==> config.mk <==
export PLATFORM = sky130hd
export DESIGN_NAME = decode_stage_flat
export DESIGN_NICKNAME = d
export VERILOG_FILES = /design/src/rtl/cpu_pkg.sv /design/src/rtl/decode_stage_if.sv /design/src/rtl/reg_scoreboard.sv /design/src/rtl/decode_stage.sv /design/src/flat_wrapper.sv
export SDC_FILE = /design/constraint.sdc
export NUM_CORES = 1
export LEC_CHECK = 0
export CORE_UTILIZATION = 34
export DETAILED_ROUTE_END_ITERATION = 8
export DONT_BUFFER_PORTS = 1
export PLACE_DENSITY = 0.5
export SKIP_CTS_REPAIR_TIMING = 1
export SYNTH_ARGS = -nofsm -noshare
export SYNTH_HDL_FRONTEND = slang
export SYNTH_SLANG_ARGS = --single-unit
export TNS_END_PERCENT = 1
==> constraint.sdc <==
create_clock -name i_clk -period 5.9 [get_ports i_clk]
set_clock_uncertainty 0.2 [all_clocks]
set_input_delay 0.59 -clock i_clk [delete_from_list [all_inputs] [get_ports i_clk]]
set_output_delay 0.59 -clock i_clk [all_outputs]
set_load 0.01 [all_outputs]
==> src/rtl/cpu_pkg.sv <==
// Shared CPU definitions: datapath widths, RV32I major opcodes and the
// payload handed from decode to execute.
package cpu_pkg;

   localparam int unsigned XLEN       = 32;
   localparam int unsigned REG_ADDR_W = 5;
   localparam int unsigned NUM_REGS   = 32;
   // Scoreboard lookups per cycle: rs1, rs2 and rd (WAW).
   localparam int unsigned SB_QUERIES = 3;

   typedef enum logic [6:0] {
      OP_LUI    = 7'b0110111,
      OP_AUIPC  = 7'b0010111,
      OP_JAL    = 7'b1101111,
      OP_JALR   = 7'b1100111,
      OP_BRANCH = 7'b1100011,
      OP_LOAD   = 7'b0000011,
      OP_STORE  = 7'b0100011,
      OP_IMM    = 7'b0010011,
      OP_REG    = 7'b0110011
   } opcode_e;

   typedef logic [REG_ADDR_W-1:0] reg_addr_t;
   typedef logic [XLEN-1:0]       xword_t;

   typedef struct packed {
      xword_t    pc;
      xword_t    inst;
      xword_t    rs1_data;
      xword_t    rs2_data;
      reg_addr_t rd_addr;
      logic      rd_wen;
   } ex_payload_t;

endpackage

==> src/rtl/decode_stage_if.sv <==
// Decode stage bus: fetch handshake, register-file read/writeback, flush and
// execute handshake. slave = decode_stage, master = surrounding pipeline.
interface decode_stage_if;
   import cpu_pkg::*;

   logic      i_if_valid;
   xword_t    i_if_inst;
   xword_t    i_if_pc;
   logic      o_if_ready;
   reg_addr_t o_rs1_addr;
   reg_addr_t o_rs2_addr;
   xword_t    i_rs1_data;
   xword_t    i_rs2_data;
   logic      i_wb_wen;
   reg_addr_t i_wb_addr;
   xword_t    i_wb_data;
   logic      i_flush;
   logic      o_ex_valid;
   logic      i_ex_ready;
   xword_t    o_ex_pc;
   xword_t    o_ex_inst;
   xword_t    o_ex_rs1_data;
   xword_t    o_ex_rs2_data;
   reg_addr_t o_ex_rd_addr;
   logic      o_ex_rd_wen;

   modport slave (
      input  i_if_valid, i_if_inst, i_if_pc,
      output o_if_ready, o_rs1_addr, o_rs2_addr,
      input  i_rs1_data, i_rs2_data,
      input  i_wb_wen, i_wb_addr, i_wb_data,
      input  i_flush, i_ex_ready,
      output o_ex_valid, o_ex_pc, o_ex_inst, o_ex_rs1_data, o_ex_rs2_data,
      output o_ex_rd_addr, o_ex_rd_wen
   );

   modport master (
      output i_if_valid, i_if_inst, i_if_pc,
      input  o_if_ready, o_rs1_addr, o_rs2_addr,
      output i_rs1_data, i_rs2_data,
      output i_wb_wen, i_wb_addr, i_wb_data,
      output i_flush, i_ex_ready,
      input  o_ex_valid, o_ex_pc, o_ex_inst, o_ex_rs1_data, o_ex_rs2_data,
      input  o_ex_rd_addr, o_ex_rd_wen
   );

endinterface

==> src/rtl/reg_scoreboard.sv <==
// Busy bit per architectural register for destinations issued to execute.
// Ports: clk/rst (sync, active high); set_en/set_addr marks a destination
// busy; clr_en/clr_addr clears it on writeback; q_addr/q_busy are lookups
// that already see a same-cycle writeback as clearing the bit.
module reg_scoreboard
   import cpu_pkg::*;
(
   input  logic                        clk,
   input  logic                        rst,
   input  logic                        set_en,
   input  reg_addr_t                   set_addr,
   input  logic                        clr_en,
   input  reg_addr_t                   clr_addr,
   input  reg_addr_t [SB_QUERIES-1:0]  q_addr,
   output logic      [SB_QUERIES-1:0]  q_busy
);

   logic [NUM_REGS-1:0] busy;

   // Set is applied after clear so it wins on the same register; x0 never set.
   always_ff @(posedge clk) begin
      if (rst) begin
         busy <= '0;
      end else begin
         if (clr_en && clr_addr != '0) busy[clr_addr] <= 1'b0;
         if (set_en && set_addr != '0) busy[set_addr] <= 1'b1;
      end
   end

   // Lookups with writeback bypass.
   always_comb begin
      q_busy = '0;
      for (int i = 0; i < int'(SB_QUERIES); i++) begin
         q_busy[i] = busy[q_addr[i]] && !(clr_en && clr_addr == q_addr[i]);
      end
   end

endmodule

==> src/rtl/decode_stage.sv <==
// Decode/issue stage: drives register-file read addresses, bypasses a
// same-cycle writeback, stalls on scoreboard/in-flight hazards and holds one
// issued instruction for execute under a valid/ready handshake.
// Ports: i_clk, i_rst (sync, active high), bus (decode_stage_if.slave).
module decode_stage
   import cpu_pkg::*;
(
   input  logic           i_clk,
   input  logic           i_rst,
   decode_stage_if.slave  bus
);

   logic [6:0]  op;
   reg_addr_t   rs1, rs2, rd;
   logic        uses_rs1, uses_rs2, rd_wen;
   xword_t      rs1_val, rs2_val;
   logic        hazard;
   logic        if_ready;
   logic        take;

   ex_payload_t ex_q;
   logic        ex_valid_q;

   logic [SB_QUERIES-1:0] sb_busy;

   // Field extraction and operand-use decode.
   always_comb begin
      op       = bus.i_if_inst[6:0];
      rd       = bus.i_if_inst[11:7];
      rs1      = bus.i_if_inst[19:15];
      rs2      = bus.i_if_inst[24:20];
      uses_rs1 = !(op == OP_LUI || op == OP_AUIPC || op == OP_JAL);
      uses_rs2 = (op == OP_REG) || (op == OP_STORE) || (op == OP_BRANCH);
      rd_wen   = !(op == OP_STORE || op == OP_BRANCH) && (rd != '0);
   end

   assign bus.o_rs1_addr = rs1;
   assign bus.o_rs2_addr = rs2;

   // Writeback bypass into the operands.
   always_comb begin
      rs1_val = bus.i_rs1_data;
      rs2_val = bus.i_rs2_data;
      if (bus.i_wb_wen && bus.i_wb_addr != '0 && bus.i_wb_addr == rs1) rs1_val = bus.i_wb_data;
      if (bus.i_wb_wen && bus.i_wb_addr != '0 && bus.i_wb_addr == rs2) rs2_val = bus.i_wb_data;
   end

   reg_scoreboard u_sb (
      .clk      (i_clk),
      .rst      (i_rst),
      .set_en   (ex_valid_q && bus.i_ex_ready && ex_q.rd_wen),
      .set_addr (ex_q.rd_addr),
      .clr_en   (bus.i_wb_wen),
      .clr_addr (bus.i_wb_addr),
      .q_addr   ({rd, rs2, rs1}),
      .q_busy   (sb_busy)
   );

   // The held instruction is still pending even if execute takes it now:
   // its busy bit only appears next cycle.
   always_comb begin
      hazard = 1'b0;
      if (uses_rs1 && rs1 != '0 &&
          (sb_busy[0] || (ex_valid_q && ex_q.rd_wen && ex_q.rd_addr == rs1))) hazard = 1'b1;
      if (uses_rs2 && rs2 != '0 &&
          (sb_busy[1] || (ex_valid_q && ex_q.rd_wen && ex_q.rd_addr == rs2))) hazard = 1'b1;
      if (rd_wen &&
          (sb_busy[2] || (ex_valid_q && ex_q.rd_wen && ex_q.rd_addr == rd))) hazard = 1'b1;
   end

   assign if_ready       = !hazard && (!ex_valid_q || bus.i_ex_ready) && !bus.i_flush;
   assign take           = bus.i_if_valid && if_ready;
   assign bus.o_if_ready = if_ready;

   // One-entry output register; flush blocks the latch via if_ready.
   always_ff @(posedge i_clk) begin
      if (i_rst) begin
         ex_valid_q <= 1'b0;
         ex_q       <= '0;
      end else if (take) begin
         ex_valid_q     <= 1'b1;
         ex_q.pc        <= bus.i_if_pc;
         ex_q.inst      <= bus.i_if_inst;
         ex_q.rs1_data  <= rs1_val;
         ex_q.rs2_data  <= rs2_val;
         ex_q.rd_addr   <= rd;
         ex_q.rd_wen    <= rd_wen;
      end else if (bus.i_ex_ready || bus.i_flush) begin
         ex_valid_q <= 1'b0;
      end
   end

   assign bus.o_ex_valid    = ex_valid_q;
   assign bus.o_ex_pc       = ex_q.pc;
   assign bus.o_ex_inst     = ex_q.inst;
   assign bus.o_ex_rs1_data = ex_q.rs1_data;
   assign bus.o_ex_rs2_data = ex_q.rs2_data;
   assign bus.o_ex_rd_addr  = ex_q.rd_addr;
   assign bus.o_ex_rd_wen   = ex_q.rd_wen;

endmodule

==> src/flat_wrapper.sv <==
// flat-port wrapper written by rule: the top's interface ports become plain ports
module decode_stage_flat import cpu_pkg::*;
  (i_clk, i_rst, bus_i_if_valid, bus_i_if_inst, bus_i_if_pc, bus_o_if_ready, bus_o_rs1_addr, bus_o_rs2_addr, bus_i_rs1_data, bus_i_rs2_data, bus_i_wb_wen, bus_i_wb_addr, bus_i_wb_data, bus_i_flush, bus_i_ex_ready, bus_o_ex_valid, bus_o_ex_pc, bus_o_ex_inst, bus_o_ex_rs1_data, bus_o_ex_rs2_data, bus_o_ex_rd_addr, bus_o_ex_rd_wen);
  decode_stage_if bus_i ();
  input  logic i_clk;
  input  logic i_rst;
  input wire logic [$bits(bus_i.i_if_valid)-1:0] bus_i_if_valid;
  input wire logic [$bits(bus_i.i_if_inst)-1:0] bus_i_if_inst;
  input wire logic [$bits(bus_i.i_if_pc)-1:0] bus_i_if_pc;
  output wire logic [$bits(bus_i.o_if_ready)-1:0] bus_o_if_ready;
  output wire logic [$bits(bus_i.o_rs1_addr)-1:0] bus_o_rs1_addr;
  output wire logic [$bits(bus_i.o_rs2_addr)-1:0] bus_o_rs2_addr;
  input wire logic [$bits(bus_i.i_rs1_data)-1:0] bus_i_rs1_data;
  input wire logic [$bits(bus_i.i_rs2_data)-1:0] bus_i_rs2_data;
  input wire logic [$bits(bus_i.i_wb_wen)-1:0] bus_i_wb_wen;
  input wire logic [$bits(bus_i.i_wb_addr)-1:0] bus_i_wb_addr;
  input wire logic [$bits(bus_i.i_wb_data)-1:0] bus_i_wb_data;
  input wire logic [$bits(bus_i.i_flush)-1:0] bus_i_flush;
  input wire logic [$bits(bus_i.i_ex_ready)-1:0] bus_i_ex_ready;
  output wire logic [$bits(bus_i.o_ex_valid)-1:0] bus_o_ex_valid;
  output wire logic [$bits(bus_i.o_ex_pc)-1:0] bus_o_ex_pc;
  output wire logic [$bits(bus_i.o_ex_inst)-1:0] bus_o_ex_inst;
  output wire logic [$bits(bus_i.o_ex_rs1_data)-1:0] bus_o_ex_rs1_data;
  output wire logic [$bits(bus_i.o_ex_rs2_data)-1:0] bus_o_ex_rs2_data;
  output wire logic [$bits(bus_i.o_ex_rd_addr)-1:0] bus_o_ex_rd_addr;
  output wire logic [$bits(bus_i.o_ex_rd_wen)-1:0] bus_o_ex_rd_wen;
  assign bus_i.i_if_valid = bus_i_if_valid;
  assign bus_i.i_if_inst = bus_i_if_inst;
  assign bus_i.i_if_pc = bus_i_if_pc;
  assign bus_o_if_ready = bus_i.o_if_ready;
  assign bus_o_rs1_addr = bus_i.o_rs1_addr;
  assign bus_o_rs2_addr = bus_i.o_rs2_addr;
  assign bus_i.i_rs1_data = bus_i_rs1_data;
  assign bus_i.i_rs2_data = bus_i_rs2_data;
  assign bus_i.i_wb_wen = bus_i_wb_wen;
  assign bus_i.i_wb_addr = bus_i_wb_addr;
  assign bus_i.i_wb_data = bus_i_wb_data;
  assign bus_i.i_flush = bus_i_flush;
  assign bus_i.i_ex_ready = bus_i_ex_ready;
  assign bus_o_ex_valid = bus_i.o_ex_valid;
  assign bus_o_ex_pc = bus_i.o_ex_pc;
  assign bus_o_ex_inst = bus_i.o_ex_inst;
  assign bus_o_ex_rs1_data = bus_i.o_ex_rs1_data;
  assign bus_o_ex_rs2_data = bus_i.o_ex_rs2_data;
  assign bus_o_ex_rd_addr = bus_i.o_ex_rd_addr;
  assign bus_o_ex_rd_wen = bus_i.o_ex_rd_wen;
  decode_stage u_core (.i_clk(i_clk), .i_rst(i_rst), .bus(bus_i));
endmodule
== Yosys cells after proc, flatten, opt, wreduce, memory -nomap -nowiden ==
Cells that the tools add are included.
Storage, ports and cells
  register bits: 167
  bits in latches: 0
  memory bits (writable): 0
  memory bits (read-only): 0
  word-level logic and storage cells: 101
  memories kept: 0
Operators by class
  $add $sub $neg: 0
  multiply operators: 0
  divide/modulo/power cells: 0
  order comparisons: 7
  equal/unequal tests: 12
  shift-type cells: 0
  muxes and demuxes: 20
  bitwise operators: 3
  reduce and logical (&&, ||, !) cells: 51
Operators with widths (number)
  32-bit two-way mux: 5
  32-bit bitwise AND: 1
  32-bit NOT: 1
  32-bit bitwise OR: 1
  5-bit equality test: 6
  5-bit by 6-bit < comparator with 1-bit output, second input constant: 5
  1-bit logical AND: 27
  5-bit nonzero test: 5
  7-bit by 6-bit equality test with 1-bit output, second input constant: 3
  1-bit binary-select mux with 5-bit select: 3
  7-bit equality test, second input constant: 2
  1-bit demux with 5-bit select: 2
  5-bit by 1-bit greater-or-equal comparator with 1-bit output, second input constant: 2
  1-bit logical OR: 10
  1-bit two-way mux: 10
  1-bit logical NOT: 8
  7-bit by 5-bit equality test with 1-bit output, second input constant: 1
  2-bit nonzero test: 1

== Depth between registers and ports, before layout ==
Gate-level depths: netlist of run 1.
  depth after elaboration: 14
  gate-level depth with buffers: 11

== Modules after synthesis ==
A second synthesis of run 1 with hierarchy kept.
Second synthesis, totals
  cells, all modules: 969
  area total of the unflattened synthesis: 9271.4 um^2
Modules (own cells, without submodules)
  decode_stage: instances 1, cells an instance 691, area each 6867.8 um^2
  reg_scoreboard: instances 1, cells an instance 278, area each 2403.6 um^2

== Worst setup path before layout of run 1 ==
Ideal clock, no wire load.
  kind: input port to output port
  start point: in bus_i_if_inst[20]
  end point: out bus_o_if_ready
  arrival time: 2.773 ns
  data required time: 5.110 ns
  slack: 2.337 ns
  stages: 10
  path buffers: 4
  cells stage by stage: buf_4 > buf_2 > mux4_2 > mux2_2 > nand2_1 > and3b_1 > o22ai_4 > buf_6 > buf_4 > a311oi_1
On the way
  word-level cells in the longest chain between the ends: 11
  elaborated cells on any way between the ends: 17
RTL lines
  start: declaration: RTL line flat_wrapper.sv:8  | input wire logic [$bits(bus_i.i_if_inst)-1:0] bus_i_if_inst;
  branches (longest 5 deep; another with 1-bit binary-select mux with 5-bit select)
  1-bit logical AND *: RTL line decode_stage.sv:65  | if (uses_rs2 && rs2 != '0 &&
  1-bit two-way mux *: RTL line decode_stage.sv:65
  1-bit two-way mux *: RTL line decode_stage.sv:67  | if (rd_wen &&
  1-bit logical NOT *: RTL line decode_stage.sv:71  | assign if_ready = !hazard && (!ex_valid_q || bus.i_ex_ready) && !bus.i_flush;
  1-bit logical AND * (2 in series): RTL line decode_stage.sv:71
  end: declaration: RTL line flat_wrapper.sv:10  | output wire logic [$bits(bus_i.o_if_ready)-1:0] bus_o_if_ready;
Every way passes the cells marked *. The select of a mux whose other input is x is not followed.

== Worst setup path after layout of run 1 ==
  start point: reg u_core.u_sb.busy[23]
  end point: out bus_o_if_ready
On the way
  word-level cells in the longest chain between the ends: 11
  elaborated cells on any way between the ends: 21
RTL lines
  start: declaration: RTL line reg_scoreboard.sv:18  | logic [NUM_REGS-1:0] busy;
  start signal: assignment: RTL line reg_scoreboard.sv:23  | busy <= '0;
  start signal: indexed assignment: RTL line reg_scoreboard.sv:25  | if (clr_en && clr_addr != '0) busy[clr_addr] <= 1'b0;
  start signal: indexed assignment: RTL line reg_scoreboard.sv:26  | if (set_en && set_addr != '0) busy[set_addr] <= 1'b1;
  1-bit binary-select mux with 5-bit select: RTL line reg_scoreboard.sv:34  | q_busy[i] = busy[q_addr[i]] && !(clr_en && clr_addr == q_addr[i]);
  1-bit two-way mux (implied by the code): RTL line reg_scoreboard.sv:34
  1-bit logical AND: RTL line reg_scoreboard.sv:34
  1-bit logical OR: RTL line decode_stage.sv:64  | (sb_busy[0] || (ex_valid_q && ex_q.rd_wen && ex_q.rd_addr == rs1))) hazard = 1'b1;
  1-bit logical AND: RTL line decode_stage.sv:63  | if (uses_rs1 && rs1 != '0 &&
  1-bit two-way mux: RTL line decode_stage.sv:63
  1-bit two-way mux: RTL line decode_stage.sv:65
  1-bit two-way mux *: RTL line decode_stage.sv:67
  1-bit logical NOT *: RTL line decode_stage.sv:71
  1-bit logical AND * (2 in series): RTL line decode_stage.sv:71
Mark *: on every way between the ends. The rest lies on a longest branch, timed or not. The select of a mux whose other input is x is not followed.

==> metrics.csv, run 1 <==
metric,value,unit
clk_pin_slew,70,ps
wl_per_cell,23.5,um
synth_compound_area_frac,0.258,
synth_area,8640,um^2
cp-end-kind,output pin,
max_clock_freq,0.263,GHz
first_global_vias,6944,
p_per_area,279,nW/um^2
dr.pass1.iters,5,
vias,7071,
cts_tree,yes,
finalNonFillerCells,1199,
seq_area,3240,um^2
synthMuxAreaShare,0.149,
hpwl,19.1,mm
ant_nets,0,
clk_path_buf_depth,2,
syn_to_final_growth,5.33,%
clock_sinks,162,
tns,0,ps
synth_simple_gate_area_frac,0.117,
clockRootBuffer,clkbuf_16,
worst_skew_pair.late_latency,420,ps
htreeDepth,4,
initial_utilization,0.351,
antenna_found_initial,0,
worstMarginPinSlew,1040,ps
gp_congestion,0.833,
worst_ep_required_time,5110,ps
startpoint,u_core.u_sb.busy[23],
hold_viol_final,0,
drtIter0Drc,594,
fillerInstances,2579,
grt_start_max_net_pins,163,
async_reset_ff_frac,0,
r2r_start,u_core.bus.o_ex_rd_addr[3],
die_area,26000,um^2
multi_input_area,4820,um^2
nets,1033,
routed_via_density,5.90,
drive_above_1_share,0.155,
start_kind,flip-flop,
synth_top_family_by_area,compound AO/OA/AOI/OAI gates,
cp.arrival,3010,ps
antenna_cells,0,
ys_types,51,
synth_edf_count,0,
yosysWarnings,0,
die_w,161,um
finalWirelength,28.1,mm
vdd_drop_max,0.140,mV
syn-num-nets,1122,
post-route-period-util,0.645,
core_area,24600,um^2
cp_max_fo,24,
post-route-drc-count,0,
worstHoldPathType,in2reg,
port-buffer-count,0,
numCtsBuffers,17,
slew_headroom,0.309,
place_inst,1167,
synth_flop_cell,dfxtp_1,
maxSlewViolCount,0,
critPathKind,reg2out,
rsz0062_at_grt,false,
power,2540,uW
die_h,161,um
period_minus_slack,3800,ps
drv_cap,0,
synthXorXnorAreaFrac,0.0304,
setup_viol,0,
status,completed,
ioPinCount,317,
synthAdderAreaFrac,0,
synth_cells,951,
grt_use_total,0.212,
seq_area_frac_synth,0.375,
leakage,0.00270,uW
grt_pass1_wl,42.3,mm
rows,57,
synth.ff_latch_count,162,
grt-ovfl-total,0,
synth.avg_cell_area,9.08,um^2
worstHoldStart,i_rst,
routing by layer:
| layer | global-route usage | share of wire | vias to the layer above |
|---|---|---|---|
| met5 | 0 | 0 | - |
| met4 | 0.0570 | 0.014 | 0 |
| met3 | 0.0709 | 0.099 | 16 |
| met2 | 0.339 | 0.47 | 342 |
| met1 | 0.271 | 0.42 | 3419 |
| li1 | - | - | 3294 |
final timing paths:
kind | depth (start not counted) | slack, ps | end
setup / recovery | 6 | 2100 | bus_o_if_ready
hold / removal | 1 | 70 | u_core.bus.o_ex_rs1_data[4]
setup reg to reg | 8 | 2340 | u_core.bus.o_ex_rs1_data[24]
hold reg to reg | 2 | 300 | u_core.u_sb.busy[8]
cell usage in the layout, fill, tap and decap left out, types with 9 or more instances in the layout:
| master | count |
|---|---|
| xnor2_1 | 18 |
| a21oi_1 | 164 |
| clkbuf_16 | 17 |
| nand3_1 | 76 |
| dfxtp_1 | 162 |
| mux4_2 | 16 |
| nor2b_1 | 10 |
| mux2i_1 | 85 |
| nand2_1 | 40 |
| a211oi_2 | 60 |
| o21ai_0 | 96 |
| nor2_1 | 11 |
| xor2_1 | 12 |
| buf_4 | 9 |
cells in the mapped netlist, types with 16 or more instances:
library cell  instances  share of area
a21oi_1             164          0.095
dfxtp_1             162           0.38
o21ai_0              96          0.056
mux2i_1              85          0.099
nand3_1              76          0.044
a211oi_2             60          0.087
clkbuf_1             59          0.026
nand2_1              40          0.017
buf_2                22          0.013
buf_4                19          0.017
xnor2_1              18          0.018
mux4_2               16          0.042
final cells by class:
class | instances | area share
clock buffers | 18 | 0.0472
well taps | 324 | 0.0446
flip-flops and latches | 162 | 0.356
inverters | 2 | 0.000825
clock inverters | 14 | 0.0138
repair buffers | 9 | 0.00743
multi-input cells | 670 | 0.530
sequential cells by signal, indices dropped and copies added (netlist names):
register and count:
u_core.bus.o_ex_inst 28, u_core.bus.o_ex_pc 32, u_core.bus.o_ex_rd_addr 4, u_core.bus.o_ex_rd_wen 1, u_core.bus.o_ex_rs1_data 32, u_core.bus.o_ex_rs2_data 32
u_core.bus.o_ex_valid 1, u_core.u_sb.busy 32
stage by stage:
| stage | setup slack (ps) | utilization | area [um^2] | hold slack (ps) |
|---|---|---|---|---|
| CTS | 2090 | 0.370 | 9100 | 24.8 |
| global placement | 2050 | 0.347 | 8540 | 289 |
| global route | 1970 | 0.370 | 9100 | 26.9 |
| floorplan | 2340 | - | 8640 | 269 |
| detailed placement | 2000 | 0.347 | 8540 | 295 |
| finish | 2100 | 0.370 | 9100 | 69.6 |
report_power, final:
| part | switching, uW | internal [uW] | total (uW) | leakage [uW] |
|---|---|---|---|---|
| Combinational | 156 | 103 | 259 | 0.00112 |
| Sequential | 71.1 | 1140 | 1220 | 0.00132 |
| Clock | 507 | 553 | 1060 | 0.000263 |
critical path, stage by stage, from the launching register on:
cell	delay, ps
dfxtp_1	420
mux2i_1	100
mux4_2	500
and3b_1	200
or4_4	560
o22ai_4	550
a311oi_1	280
cells by family (layout without fill, tap and decap cells):
family          count (synthesis)  count (layout)
compound gates                342             342
simple gates                  190             190
flops                         162             162
buf+inv                       119              43
mux                           108             108
xor+xnor                       30              30
Power figures use the tool's default switching activity.
==> run 2: changes to the inputs <==
Clock period 5.9 ns to 3.85 ns, I/O delays scaled along.
==> run 2 against run 1 <==
  * First-iteration DRC count decreased by 2.5%
  * Clock-buffer cell count unchanged
  * Register-to-register slack got worse by 2100 ps
  * Core utilization increased by 4.5 points
  * Sequential power increased by 52%
  * Sequential share of layout area decreased by 3.9 points
  * Critical endpoint is now u_core.bus.o_ex_rs2_data[30]
  * Largest cell class unchanged
==> metrics.csv, run 2 (synthesis results as in run 1) <==
metric,value,unit
rows,57,
port-buffer-count,0,
ioPinCount,317,
placed_area,8660,um^2
crit_slowest_cell,or4_4,
grt_pass1_wl,42.8,mm
tns,0,ps
start_kind,flip-flop,
nets,1134,
final_common_cell,a21oi_1,
initial_utilization,0.351,
cp-end-kind,flip-flop,
htreeDepth,4,
maxSlewViolCount,0,
leakage,0.00326,uW
vdd_drop_max,0.217,mV
die_area,26000,um^2
cp_max_fo,109,
clk_path_buf_depth,2,
p_per_area,405,nW/um^2
syn_to_final_growth,18.3,%
die_h,161,um
finalNonFillerCells,1300,
hold_viol_final,0,
drive_above_1_share,0.149,
status,completed,
worstHoldPathType,in2reg,
antenna_found_initial,0,
hpwl,19.3,mm
first_global_vias,7011,
fillerInstances,2511,
max_clock_freq,0.274,GHz
drv_cap,0,
critPathKind,reg2reg,
core_area,24600,um^2
utilization,0.415,
place_inst,1174,
post-route-drc-count,0,
path_cells,"mux2i_1, mux4_2, and3b_1, or4_4, o22a_4, buf_12, a21oi_1, a211oi_2, dlygate4sd3_1",
slowest_delay,560,ps
clock_sinks,162,
antenna_cells,0,
ant_nets,0,
cp.arrival,3760,ps
die_w,161,um
clockRootBuffer,clkbuf_16,
routed_via_density,5.78,
rsz0062_at_grt,false,
post-route-period-util,0.947,
finalWirelength,29.9,mm
grt-ovfl-total,0,
grt_use_total,0.215,
drtIter0Drc,579,
period_minus_slack,3640,ps
wl_per_cell,23.0,um
cpLargestDelayFamily,buffers and inverters,
slew_headroom,0.422,
vias,7512,
path_buf_inv,2,
worstMarginPinSlew,867,ps
design_area,10200,um^2
grt_start_max_net_pins,163,
whs,17.4,ps
numCtsBuffers,17,
setup_viol,0,
worst_ep_required_time,3970,ps
reg2reg_slack,210,ps
gp_congestion,0.836,
clk_pin_slew,80,ps
dr.pass1.iters,7,
worst_skew_pair.late_latency,420,ps
final_cell_mix,"164 x a21oi_1, 162 x dfxtp_1, 96 x o21ai_0",
cts_tree,yes,
-- run 2: metrics by stage --
stage                     worst slack [ps]  power (uW)
final                                  205        4140
after floorplan                        697        2280
after global placement                 707        2320
after detailed placement               698        2320
after global routing                   100        4310
after CTS                              320        4090
-- run 2: area by class of cell --
cell class	instances	area (um^2)	area share
sequential	162	3240	0.317
clock inverter	14	160	0.0157
inverter	2	7.51	0.000735
tap	324	405	0.0397
clock buffer	18	439	0.0430
timing repair buffer	110	1140	0.112
multi-input combinational	670	4820	0.472
-- run 2: path summary, 6_finish.rpt --
kind,startpoint,end,depth (start not counted)
worst max register to register,u_core.u_sb.busy[23],u_core.bus.o_ex_rs2_data[30],9
worst min-delay path,bus_i_rs1_data[10],u_core.bus.o_ex_rs1_data[10],2
worst max-delay path,u_core.u_sb.busy[23],u_core.bus.o_ex_rs2_data[30],9
worst min register to register,u_core.u_sb.busy[0],u_core.u_sb.busy[0],1
-- run 2: metal layers --
layer	track usage	vias up	wire length, um
met5	0	-	0
met3	0.0714	32	2760
li1	-	3498	-
met4	0.0600	0	559
met1	0.274	3629	12700
met2	0.345	353	13800
-- run 2: where the power goes --
| group | internal, uW | switching (uW) | total, uW |
|---|---|---|---|
| clock | 947 | 815 | 1760 |
| sequential | 1750 | 108 | 1860 |
| combinational | 224 | 293 | 517 |
| total | 2930 | 1220 | 4140 |
